[config.mk]
export PLATFORM = sky130hd
export DESIGN_NAME = fp_mul_pipe
export DESIGN_NICKNAME = d
export VERILOG_FILES = /design/src/rtl/fp_pkg.sv /design/src/rtl/fp_lzc.sv /design/src/rtl/fp_mul_pipe.sv
export SDC_FILE = /design/constraint.sdc
export NUM_CORES = 1
export LEC_CHECK = 0
export CAP_MARGIN = 20
export CORE_MARGIN = 5
export CORE_UTILIZATION = 48
export DETAILED_ROUTE_END_ITERATION = 6
export HOLD_SLACK_MARGIN = 0.12
export PLACE_DENSITY = 0.67
export SLEW_MARGIN = 20
export SYNTH_ARGS = -nofsm -noshare
export SYNTH_HDL_FRONTEND = slang
export SYNTH_SLANG_ARGS = --single-unit
[constraint.sdc]
create_clock -name clk -period 10.1 [get_ports clk]
set_input_delay 2.525 -clock clk [delete_from_list [all_inputs] [get_ports clk]]
set_output_delay 2.525 -clock clk [all_outputs]
set_load 0.02 [all_outputs]
[src/rtl/fp_pkg.sv]
// Shared definitions for the floating-point multiplier.
//   rm_e           rounding-mode encoding carried with each operation
//   fp_class_t     special-operand classification travelling down the pipe
//   FLAG_*         bit positions inside the 4-bit flags word
//   fp_bias        exponent bias for a given exponent width
//   fp_canon_nan   canonical quiet NaN pattern (sign 0, exp all ones, frac MSB 1)
package fp_pkg;

    typedef enum logic [1:0] {
        RM_RNE = 2'd0,
        RM_RTZ = 2'd1,
        RM_RUP = 2'd2,
        RM_RDN = 2'd3
    } rm_e;

    typedef struct packed {
        logic nan;
        logic invalid;
        logic inf;
        logic zero;
    } fp_class_t;

    localparam int FLAG_W         = 4;
    localparam int FLAG_INVALID   = 3;
    localparam int FLAG_OVERFLOW  = 2;
    localparam int FLAG_UNDERFLOW = 1;
    localparam int FLAG_INEXACT   = 0;

    function automatic int fp_bias(input int exp_w);
        return (1 << (exp_w - 1)) - 1;
    endfunction

    // Returned wide; callers keep the low 1+exp_w+man_w bits.
    function automatic logic [63:0] fp_canon_nan(input int exp_w, input int man_w);
        logic [63:0] v;
        v = '0;
        for (int i = 0; i < exp_w; i++) begin
            v[man_w + i] = 1'b1;
        end
        v[man_w - 1] = 1'b1;
        return v;
    endfunction

endpackage

[src/rtl/fp_lzc.sv]
// Leading-zero counter.
//   i_data  vector to scan, MSB first
//   o_cnt   number of zeros above the most significant one; WIDTH when all zero
module fp_lzc #(
    parameter  int WIDTH = 22,
    localparam int CNT_W = $clog2(WIDTH + 1)
) (
    input  logic [WIDTH-1:0] i_data,
    output logic [CNT_W-1:0] o_cnt
);

    // Scanning upward lets the highest set bit have the final say.
    always_comb begin
        o_cnt = CNT_W'(WIDTH);
        for (int i = 0; i < WIDTH; i++) begin
            if (i_data[i]) begin
                o_cnt = CNT_W'(WIDTH - 1 - i);
            end
        end
    end

endmodule

[src/rtl/fp_mul_pipe.sv]
// Three-stage pipelined IEEE-style floating-point multiplier with flush-to-zero.
//   clk, rst_n             clock, asynchronous active-low reset
//   in_valid / in_ready    operand handshake; in_ready = ~out_valid | out_ready
//   a, b                   operands, 1+EXP_W+MAN_W bits each
//   rm                     rounding mode (fp_pkg::rm_e)
//   in_tag                 opaque tag returned on out_tag
//   out_valid / out_ready  result handshake; everything holds while stalled
//   out, out_tag           product and its tag
//   flags                  {invalid, overflow, underflow, inexact}
// Stages: 1 unpack/multiply, 2 normalise/round, 3 pack/special-select.
module fp_mul_pipe
    import fp_pkg::*;
#(
    parameter int EXP_W = 5,
    parameter int MAN_W = 10,
    parameter int TAG_W = 4
) (
    input  logic                   clk,
    input  logic                   rst_n,
    input  logic                   in_valid,
    output logic                   in_ready,
    input  logic [EXP_W+MAN_W:0]   a,
    input  logic [EXP_W+MAN_W:0]   b,
    input  logic [1:0]             rm,
    input  logic [TAG_W-1:0]       in_tag,
    output logic                   out_valid,
    input  logic                   out_ready,
    output logic [EXP_W+MAN_W:0]   out,
    output logic [TAG_W-1:0]       out_tag,
    output logic [FLAG_W-1:0]      flags
);

    localparam int W    = 1 + EXP_W + MAN_W;
    localparam int PW   = 2 * MAN_W + 2;
    localparam int EW   = EXP_W + 3;
    localparam int CW   = $clog2(PW + 1);
    localparam int BIAS = fp_bias(EXP_W);

    localparam logic [63:0]           NAN64     = fp_canon_nan(EXP_W, MAN_W);
    localparam logic [W-1:0]          CANON_NAN = NAN64[W-1:0];
    localparam logic [EXP_W-1:0]      EXP_ONES  = '1;
    localparam logic [EXP_W-1:0]      EXP_MAXF  = EXP_W'((2 ** EXP_W) - 2);
    localparam logic signed [EW-1:0]  EXP_OVF   = EW'((2 ** EXP_W) - 1);

    // ---------------- handshake / global stall ----------------
    logic r1_valid, r2_valid, r3_valid;
    logic w_adv1, w_adv2, w_adv3, w_accept;

    // A stage may load when its own slot is empty or its occupant moves on,
    // so bubbles collapse even while the output is stalled.
    assign w_adv3   = ~r3_valid | out_ready;
    assign w_adv2   = ~r2_valid | w_adv3;
    assign w_adv1   = ~r1_valid | w_adv2;
    assign in_ready = w_adv3;
    assign w_accept = in_valid & in_ready;

    // ---------------- stage 1: unpack / multiply ----------------
    logic [EXP_W-1:0]     w_ea, w_eb, w_eff_a, w_eff_b;
    logic [MAN_W-1:0]     w_fa, w_fb;
    logic [MAN_W:0]       w_sig_a, w_sig_b;
    logic                 w_a_zero, w_b_zero, w_a_inf, w_b_inf, w_a_nan, w_b_nan;
    logic                 w_a_snan, w_b_snan, w_inf_zero;
    logic [PW-1:0]        w_prod;
    logic signed [EW-1:0] w_exp_sum;
    fp_class_t            w_cls;

    assign w_ea = a[W-2:MAN_W];
    assign w_eb = b[W-2:MAN_W];
    assign w_fa = a[MAN_W-1:0];
    assign w_fb = b[MAN_W-1:0];

    assign w_a_zero = (w_ea == '0) && (w_fa == '0);
    assign w_b_zero = (w_eb == '0) && (w_fb == '0);
    assign w_a_inf  = (w_ea == EXP_ONES) && (w_fa == '0);
    assign w_b_inf  = (w_eb == EXP_ONES) && (w_fb == '0);
    assign w_a_nan  = (w_ea == EXP_ONES) && (w_fa != '0);
    assign w_b_nan  = (w_eb == EXP_ONES) && (w_fb != '0);
    assign w_a_snan = w_a_nan & ~w_fa[MAN_W-1];
    assign w_b_snan = w_b_nan & ~w_fb[MAN_W-1];
    assign w_inf_zero = (w_a_inf & w_b_zero) | (w_a_zero & w_b_inf);

    assign w_cls.nan     = w_a_nan | w_b_nan | w_inf_zero;
    assign w_cls.invalid = w_a_snan | w_b_snan | w_inf_zero;
    assign w_cls.inf     = w_a_inf | w_b_inf;
    assign w_cls.zero    = w_a_zero | w_b_zero;

    // Subnormals have no hidden bit but behave as exponent 1.
    assign w_sig_a = {(w_ea != '0), w_fa};
    assign w_sig_b = {(w_eb != '0), w_fb};
    assign w_eff_a = (w_ea == '0) ? EXP_W'(1) : w_ea;
    assign w_eff_b = (w_eb == '0) ? EXP_W'(1) : w_eb;

    assign w_prod    = {{(MAN_W+1){1'b0}}, w_sig_a} * {{(MAN_W+1){1'b0}}, w_sig_b};
    assign w_exp_sum = EW'(w_eff_a) + EW'(w_eff_b) - EW'(BIAS);

    logic                 r1_sign;
    logic [PW-1:0]        r1_prod;
    logic signed [EW-1:0] r1_exp;
    fp_class_t            r1_cls;
    rm_e                  r1_rm;
    logic [TAG_W-1:0]     r1_tag;

    always_ff @(posedge clk or negedge rst_n) begin
        if (!rst_n) begin
            r1_valid <= 1'b0;
        end else if (w_adv1) begin
            r1_valid <= w_accept;
        end
    end

    always_ff @(posedge clk) begin
        if (w_accept) begin
            r1_sign <= a[W-1] ^ b[W-1];
            r1_prod <= w_prod;
            r1_exp  <= w_exp_sum;
            r1_cls  <= w_cls;
            r1_rm   <= rm_e'(rm);
            r1_tag  <= in_tag;
        end
    end

    // ---------------- stage 2: normalise / round ----------------
    logic [CW-1:0]        w_lzc;
    logic [PW-1:0]        w_norm;
    logic signed [EW-1:0] w_exp_n, w_exp_r;
    logic                 w_g, w_r, w_s, w_inexact, w_up;
    logic [MAN_W+1:0]     w_rnd;

    fp_lzc #(.WIDTH(PW)) u_lzc (
        .i_data (r1_prod),
        .o_cnt  (w_lzc)
    );

    // Leading one lands on bit PW-1, which carries weight 2^1 before the shift.
    assign w_norm    = r1_prod << w_lzc;
    assign w_exp_n   = r1_exp - EW'(w_lzc) + EW'(1);
    assign w_g       = w_norm[PW-2-MAN_W];
    assign w_r       = w_norm[PW-3-MAN_W];
    assign w_s       = |w_norm[PW-4-MAN_W:0];
    assign w_inexact = w_g | w_r | w_s;

    always_comb begin
        w_up = 1'b0;
        case (r1_rm)
            RM_RNE:  w_up = w_g & (w_r | w_s | w_norm[PW-1-MAN_W]);
            RM_RTZ:  w_up = 1'b0;
            RM_RUP:  w_up = ~r1_sign & w_inexact;
            RM_RDN:  w_up = r1_sign & w_inexact;
            default: w_up = 1'b0;
        endcase
    end

    // Significand incl. hidden bit plus the increment; a carry out means the
    // fraction wrapped to zero and the exponent steps up by one.
    assign w_rnd   = {1'b0, w_norm[PW-1 -: MAN_W+1]} + (MAN_W+2)'(w_up);
    assign w_exp_r = w_exp_n + EW'(w_rnd[MAN_W+1]);

    logic                 r2_sign, r2_inexact;
    logic [MAN_W-1:0]     r2_frac;
    logic signed [EW-1:0] r2_exp;
    fp_class_t            r2_cls;
    rm_e                  r2_rm;
    logic [TAG_W-1:0]     r2_tag;

    always_ff @(posedge clk or negedge rst_n) begin
        if (!rst_n) begin
            r2_valid <= 1'b0;
        end else if (w_adv2) begin
            r2_valid <= r1_valid;
        end
    end

    always_ff @(posedge clk) begin
        if (w_adv2 && r1_valid) begin
            r2_sign    <= r1_sign;
            r2_frac    <= w_rnd[MAN_W-1:0];
            r2_exp     <= w_exp_r;
            r2_inexact <= w_inexact;
            r2_cls     <= r1_cls;
            r2_rm      <= r1_rm;
            r2_tag     <= r1_tag;
        end
    end

    // ---------------- stage 3: pack / special-select ----------------
    logic              w_ovf, w_unf, w_ovf_inf;
    logic [W-1:0]      w_out;
    logic [FLAG_W-1:0] w_flags;

    assign w_ovf     = (r2_exp >= EXP_OVF);
    assign w_unf     = r2_exp[EW-1] || (r2_exp == '0);
    assign w_ovf_inf = (r2_rm == RM_RNE) ||
                       ((r2_rm == RM_RUP) && !r2_sign) ||
                       ((r2_rm == RM_RDN) && r2_sign);

    always_comb begin
        w_out   = {r2_sign, r2_exp[EXP_W-1:0], r2_frac};
        w_flags = '0;
        w_flags[FLAG_INEXACT] = r2_inexact;
        if (r2_cls.nan) begin
            w_out   = CANON_NAN;
            w_flags = '0;
            w_flags[FLAG_INVALID] = r2_cls.invalid;
        end else if (r2_cls.inf) begin
            w_out   = {r2_sign, EXP_ONES, {MAN_W{1'b0}}};
            w_flags = '0;
        end else if (r2_cls.zero) begin
            w_out   = {r2_sign, {(W-1){1'b0}}};
            w_flags = '0;
        end else if (w_ovf) begin
            w_out   = w_ovf_inf ? {r2_sign, EXP_ONES, {MAN_W{1'b0}}}
                                : {r2_sign, EXP_MAXF, {MAN_W{1'b1}}};
            w_flags = '0;
            w_flags[FLAG_OVERFLOW] = 1'b1;
            w_flags[FLAG_INEXACT]  = 1'b1;
        end else if (w_unf) begin
            w_out   = {r2_sign, {(W-1){1'b0}}};
            w_flags = '0;
            w_flags[FLAG_UNDERFLOW] = 1'b1;
            w_flags[FLAG_INEXACT]   = 1'b1;
        end
    end

    // Output registers are reset so the port reads zero after reset.
    logic [W-1:0]      r3_out;
    logic [TAG_W-1:0]  r3_tag;
    logic [FLAG_W-1:0] r3_flags;

    always_ff @(posedge clk or negedge rst_n) begin
        if (!rst_n) begin
            r3_valid <= 1'b0;
            r3_out   <= '0;
            r3_tag   <= '0;
            r3_flags <= '0;
        end else if (w_adv3) begin
            r3_valid <= r2_valid;
            if (r2_valid) begin
                r3_out   <= w_out;
                r3_tag   <= r2_tag;
                r3_flags <= w_flags;
            end
        end
    end

    assign out_valid = r3_valid;
    assign out       = r3_out;
    assign out_tag   = r3_tag;
    assign flags     = r3_flags;

endmodule

==> results by stage <==
Routing:
- The average wire per standard cell is 15.55 um.
- Detailed routing inserted a total of 7317 vias.
- The DRC violation count after routing is 0.
- The overall routed net length is 20810 um.
- The detailed router finished its first iteration with 419 violations.
- The antenna violation net count after detailed routing is 0.
- The detailed-route vias per instance is 5.469.
- The number of optimization iterations in the first detailed-route pass is 5.

Synth:
- For this run, the number of Yosys warnings is 0.
- The number of library cell types mapped by synthesis is 77.
- Summing every instance area after synthesis gives 9563 sq um.
- The synthesized design contains 70 enable-type register cells.
- For this run, the leading register cell type out of synthesis is sky130_fd_sc_hd__edfxtp_1.
- Synthesis produced a netlist with a net count of 1235.
- The synthesis-stage register bit count is 97.
- Averaged over all synthesized cells, the footprint is 9.293 sq um.
- The proportion of register bits with asynchronous set or reset after synthesis is 27.84%.
- The part of the Yosys area used for sequential elements is 29.05%.
- The instance count of the mapped netlist is 1029.

Critical path:
- The endpoint type of the worst setup path is a flip-flop.
- Setup slack on the worst reg-to-reg path comes out at 4.05 ns.
- In this run the critical register-to-register path is captured at r2_exp[7]$_DFFE_PP_.
- The cell seen most often among critical-path stages is sky130_fd_sc_hd__fa_1.
- The required time reported for the critical path endpoint is 10.19 ns.
- The slowest cell on the critical path is sky130_fd_sc_hd__fa_1.
- The reg-to-reg startpoint is r1_prod[21]$_DFFE_PP_.
- Walking the worst path, the cells encountered are clkdlybuf4s50_1, nor3_1, nand2_1, and2_1, fa_1, inv_1, fa_1, inv_1, fa_1, fa_1, fa_1, ha_1, and2_1, a31o_2, a31oi_1, a21oi_1, a41o_1, o21ai_0, nand2b_1, a21oi_1, xnor2_1.
- The longest individual stage delay on the worst path is 0.52 ns.
- The worst register-to-register path has a depth of 25.
- STA puts the critical path data arrival time at 8.28 ns.
- The element type at the critical path start is an input pin.
- The largest fanout on the critical path is 12.
- The kind of critical path is in -> reg.

Global routing:
- The number of antenna violations at the first check in global routing is 0.
- The global-route wire length before repair is 35280 um.
- The remaining global-route overflow is 0.
- The via count of the first global-routing pass was 7385.
- The largest net degree at the start of global routing is 42.
- The total routing usage reported by global routing is 19.08%.

Clock network:
- The number of setup buffers added after CTS is 0.
- The sink count of the clock tree is 97.
- The maximum number of buffers from clock root to sink is 2.
- The source-to-sink clock delay at the later pin of the worst-skew pair is 0.34 ns.
- The clock-pin slew on the worst setup and hold paths is 0.07 ns.
- TritonCTS built the clock tree.
- The master cell of the clock root buffer is sky130_fd_sc_hd__clkbuf_16.
- The cts-stage hold buffer count is 0.
- The number of clock buffers added by TritonCTS is 9.
- The clock tree synthesis step divided the H-tree into 3 levels.
- Once the clock tree was built, the resizer swapped 0 gates to a different size.

Placement:
- The half-perimeter wire length after detailed placement is 16790 um.
- At the end of routability-driven placement, the weighted congestion stood at 0.9541.
- The number of cells after detailed placement is 1322.
- The count of input and output buffers is 67.
- The worst slack at placement is 1.542 ns.

Layout:
- The commonest non-fill, non-tap cell in the layout is sky130_fd_sc_hd__nand2_1.
- The post-route netlist has 4.287% of its cells at a drive strength greater than 1.
- The final layout contains 1274 nets.
- The post-layout utilization of the core is 54.86%.
- The synthesis-to-finish area growth is 12.01%.
- The finished layout holds 1338 standard cells, fillers aside.
- The number of diodes added for antenna fixing is 0.
- Leaving out fill and tap cells, the most frequent cells in the layout are 140 x sky130_fd_sc_hd__nand2_1, 119 x sky130_fd_sc_hd__inv_1, 83 x sky130_fd_sc_hd__fa_1, 81 x sky130_fd_sc_hd__ha_1, 70 x sky130_fd_sc_hd__edfxtp_1.

STA:
- The total setup violations reported at the end of the flow is 0.
- For the pin with the worst max-slew slack, the measured transition is 1.024 ns.
- The final number of hold-violating endpoints is 0.
- The relative slew slack is 31.72%.
- The final critical path takes up 81.09% of the cycle.
- The number of pins exceeding their max-slew limit in the final report is 0.
- Adding up every negative setup slack in the final design gives 0 ns.
- On the final layout, the worst clock skew is 0.006598 ns.
- Based on the critical path, the design can be clocked at up to 122.1 MHz.
- Counting I/O delays and the setup requirement, the final critical path takes 8.190 ns.
- Setup repair after global routing left no endpoint under its margin.
- In the post-route analysis, the smallest setup slack over all paths is 1.910 ns.

Floorplanning:
- The top-level I/O count is 68.
- The die area is 22840 sq um.
- The total area inside the core boundary comes to 19530 sq um.
- Measured along the y axis, the die boundary spans 151.1 um.
- The number of standard-cell rows in the floorplan is 51.
- The initial cell density of the core is 48.97%.
- The die outline width is 151.1 um.

Min path:
- The cell count of the worst hold path is 0.
- For hold timing, the worst endpoint is r2_cls[0]$_DFFE_PP_.
- The min-delay analysis places its worst path in the category reg -> reg.
- In this run the most critical hold path is launched from r1_cls[0]$_DFFE_PP_.

Status:
- The flow ran to the end, and the final reports show no timing, DRC or antenna violations.

Power:
- For this design the ratio of total power to cell area is 279.2 nW/um^2.
- The maximum vdd ir drop is 0.1643 mV.
- The static leakage is 4.684 nW.

Flow run:
- Max-cap violations in this run came to 0.
==> registers in the layout, indices dropped and copies added, names as in the netlist <==
| register | flops |
|---|---|
| r1_tag | 4 |
| r2_valid | 1 |
| r1_rm | 2 |
| r1_sign | 1 |
| r2_exp | 8 |
| r2_rm | 2 |
| r2_inexact | 1 |
| r1_prod | 22 |
| flags | 4 |
| r2_sign | 1 |
| r1_cls | 4 |
| r1_valid | 1 |
| r1_exp | 7 |
| r2_tag | 4 |
| r2_cls | 4 |
| r2_frac | 10 |
| out_tag | 4 |
| out | 16 |
| out_valid | 1 |
==> cell usage after synthesis (all sizes together), types with 7 or more instances <==
master | n | area (sq um)
nand3 | 43 | 215.2
o211ai | 7 | 57.55
ha | 81 | 1013
nor4 | 11 | 68.82
xor2 | 7 | 61.31
a21oi | 53 | 269.0
nand2b | 10 | 62.56
inv | 122 | 457.9
nor3 | 22 | 115.1
clkbuf | 39 | 146.4
edfxtp | 70 | 2102
and2 | 69 | 431.7
a211oi | 9 | 85.08
fa | 83 | 1662
nor2 | 48 | 182.7
nand2 | 140 | 525.5
o21ai | 40 | 203.9
xnor2 | 29 | 254.0
buf | 7 | 41.29
nor2b | 7 | 43.79
dfrtp | 27 | 675.7
mux2i | 12 | 120.1
==> how the worst max path moves through the flow <==
stage	startpoint	end	slack, ns	cells past startpoint
global placement	b[10]	r1_prod[20]$_DFFE_PP_	1.67	19
floorplan	b[10]	r1_prod[20]$_DFFE_PP_	2.51	19
finish	b[10]	r1_prod[20]$_DFFE_PP_	1.91	21
detailed placement	b[10]	r1_prod[20]$_DFFE_PP_	1.54	21
CTS	b[10]	r1_prod[20]$_DFFE_PP_	1.90	21
global route	b[11]	r1_prod[20]$_DFFE_PP_	1.55	21
==> kinds of logic after synthesis <==
group	Yosys count	synth area share, %
fa+ha+maj	164	27.97
xor+xnor	36	3.297
flops	97	29.05
mux	16	1.845
simple gates	373	18.98
compound gates	174	12.06
buf+inv	169	6.790
==> metrics by stage <==
step,total power [mW],area [sq um],hold WS (ns)
2_1_floorplan,2.233,9563,0.4003
6_report,2.990,10710,0.4116
3_5_place_dp,2.674,10430,0.4045
4_1_cts,3.005,10710,0.4144
5_1_grt,3.299,10710,0.4143
3_3_place_gp,2.639,10430,0.4023
==> metal layers <==
layer,vias up,global-route usage [%],routed length [um]
li1,3572,-,-
met1,3509,23.97,8789
met2,199,34.74,10600
met3,37,2.035,953
met4,0,5.485,465
met5,-,0,0
==> power by group <==
part | internal, mW | switching [mW] | leakage, nW
Sequential | 0.633 | 0.101 | 1.00
Combinational | 0.845 | 1.09 | 3.54
Clock | 0.175 | 0.144 | 0.140
==> worst max-delay path, delay by kind of cell <==
family	cells	cell delay (ns)
adders and majority gates	6	2.69
AOI/OAI and AO/OA	6	1.14
buffers and inverters	3	0.59
xor gates and xnor gates	1	0.08
and+or+nand+nor	5	1.27
==> layout make-up <==
class / count / area, sq um
Clock inverter: 5 / 37.54
Fill cell: 1817 / 8815
Tap cell: 265 / 331.6
Inverter: 123 / 461.7
Multi-Input combinational cell: 763 / 6137
Sequential cell: 97 / 2778
Timing Repair Buffer: 74 / 723.2
Clock buffer: 11 / 242.7
(Power assumes the default switching activity.)
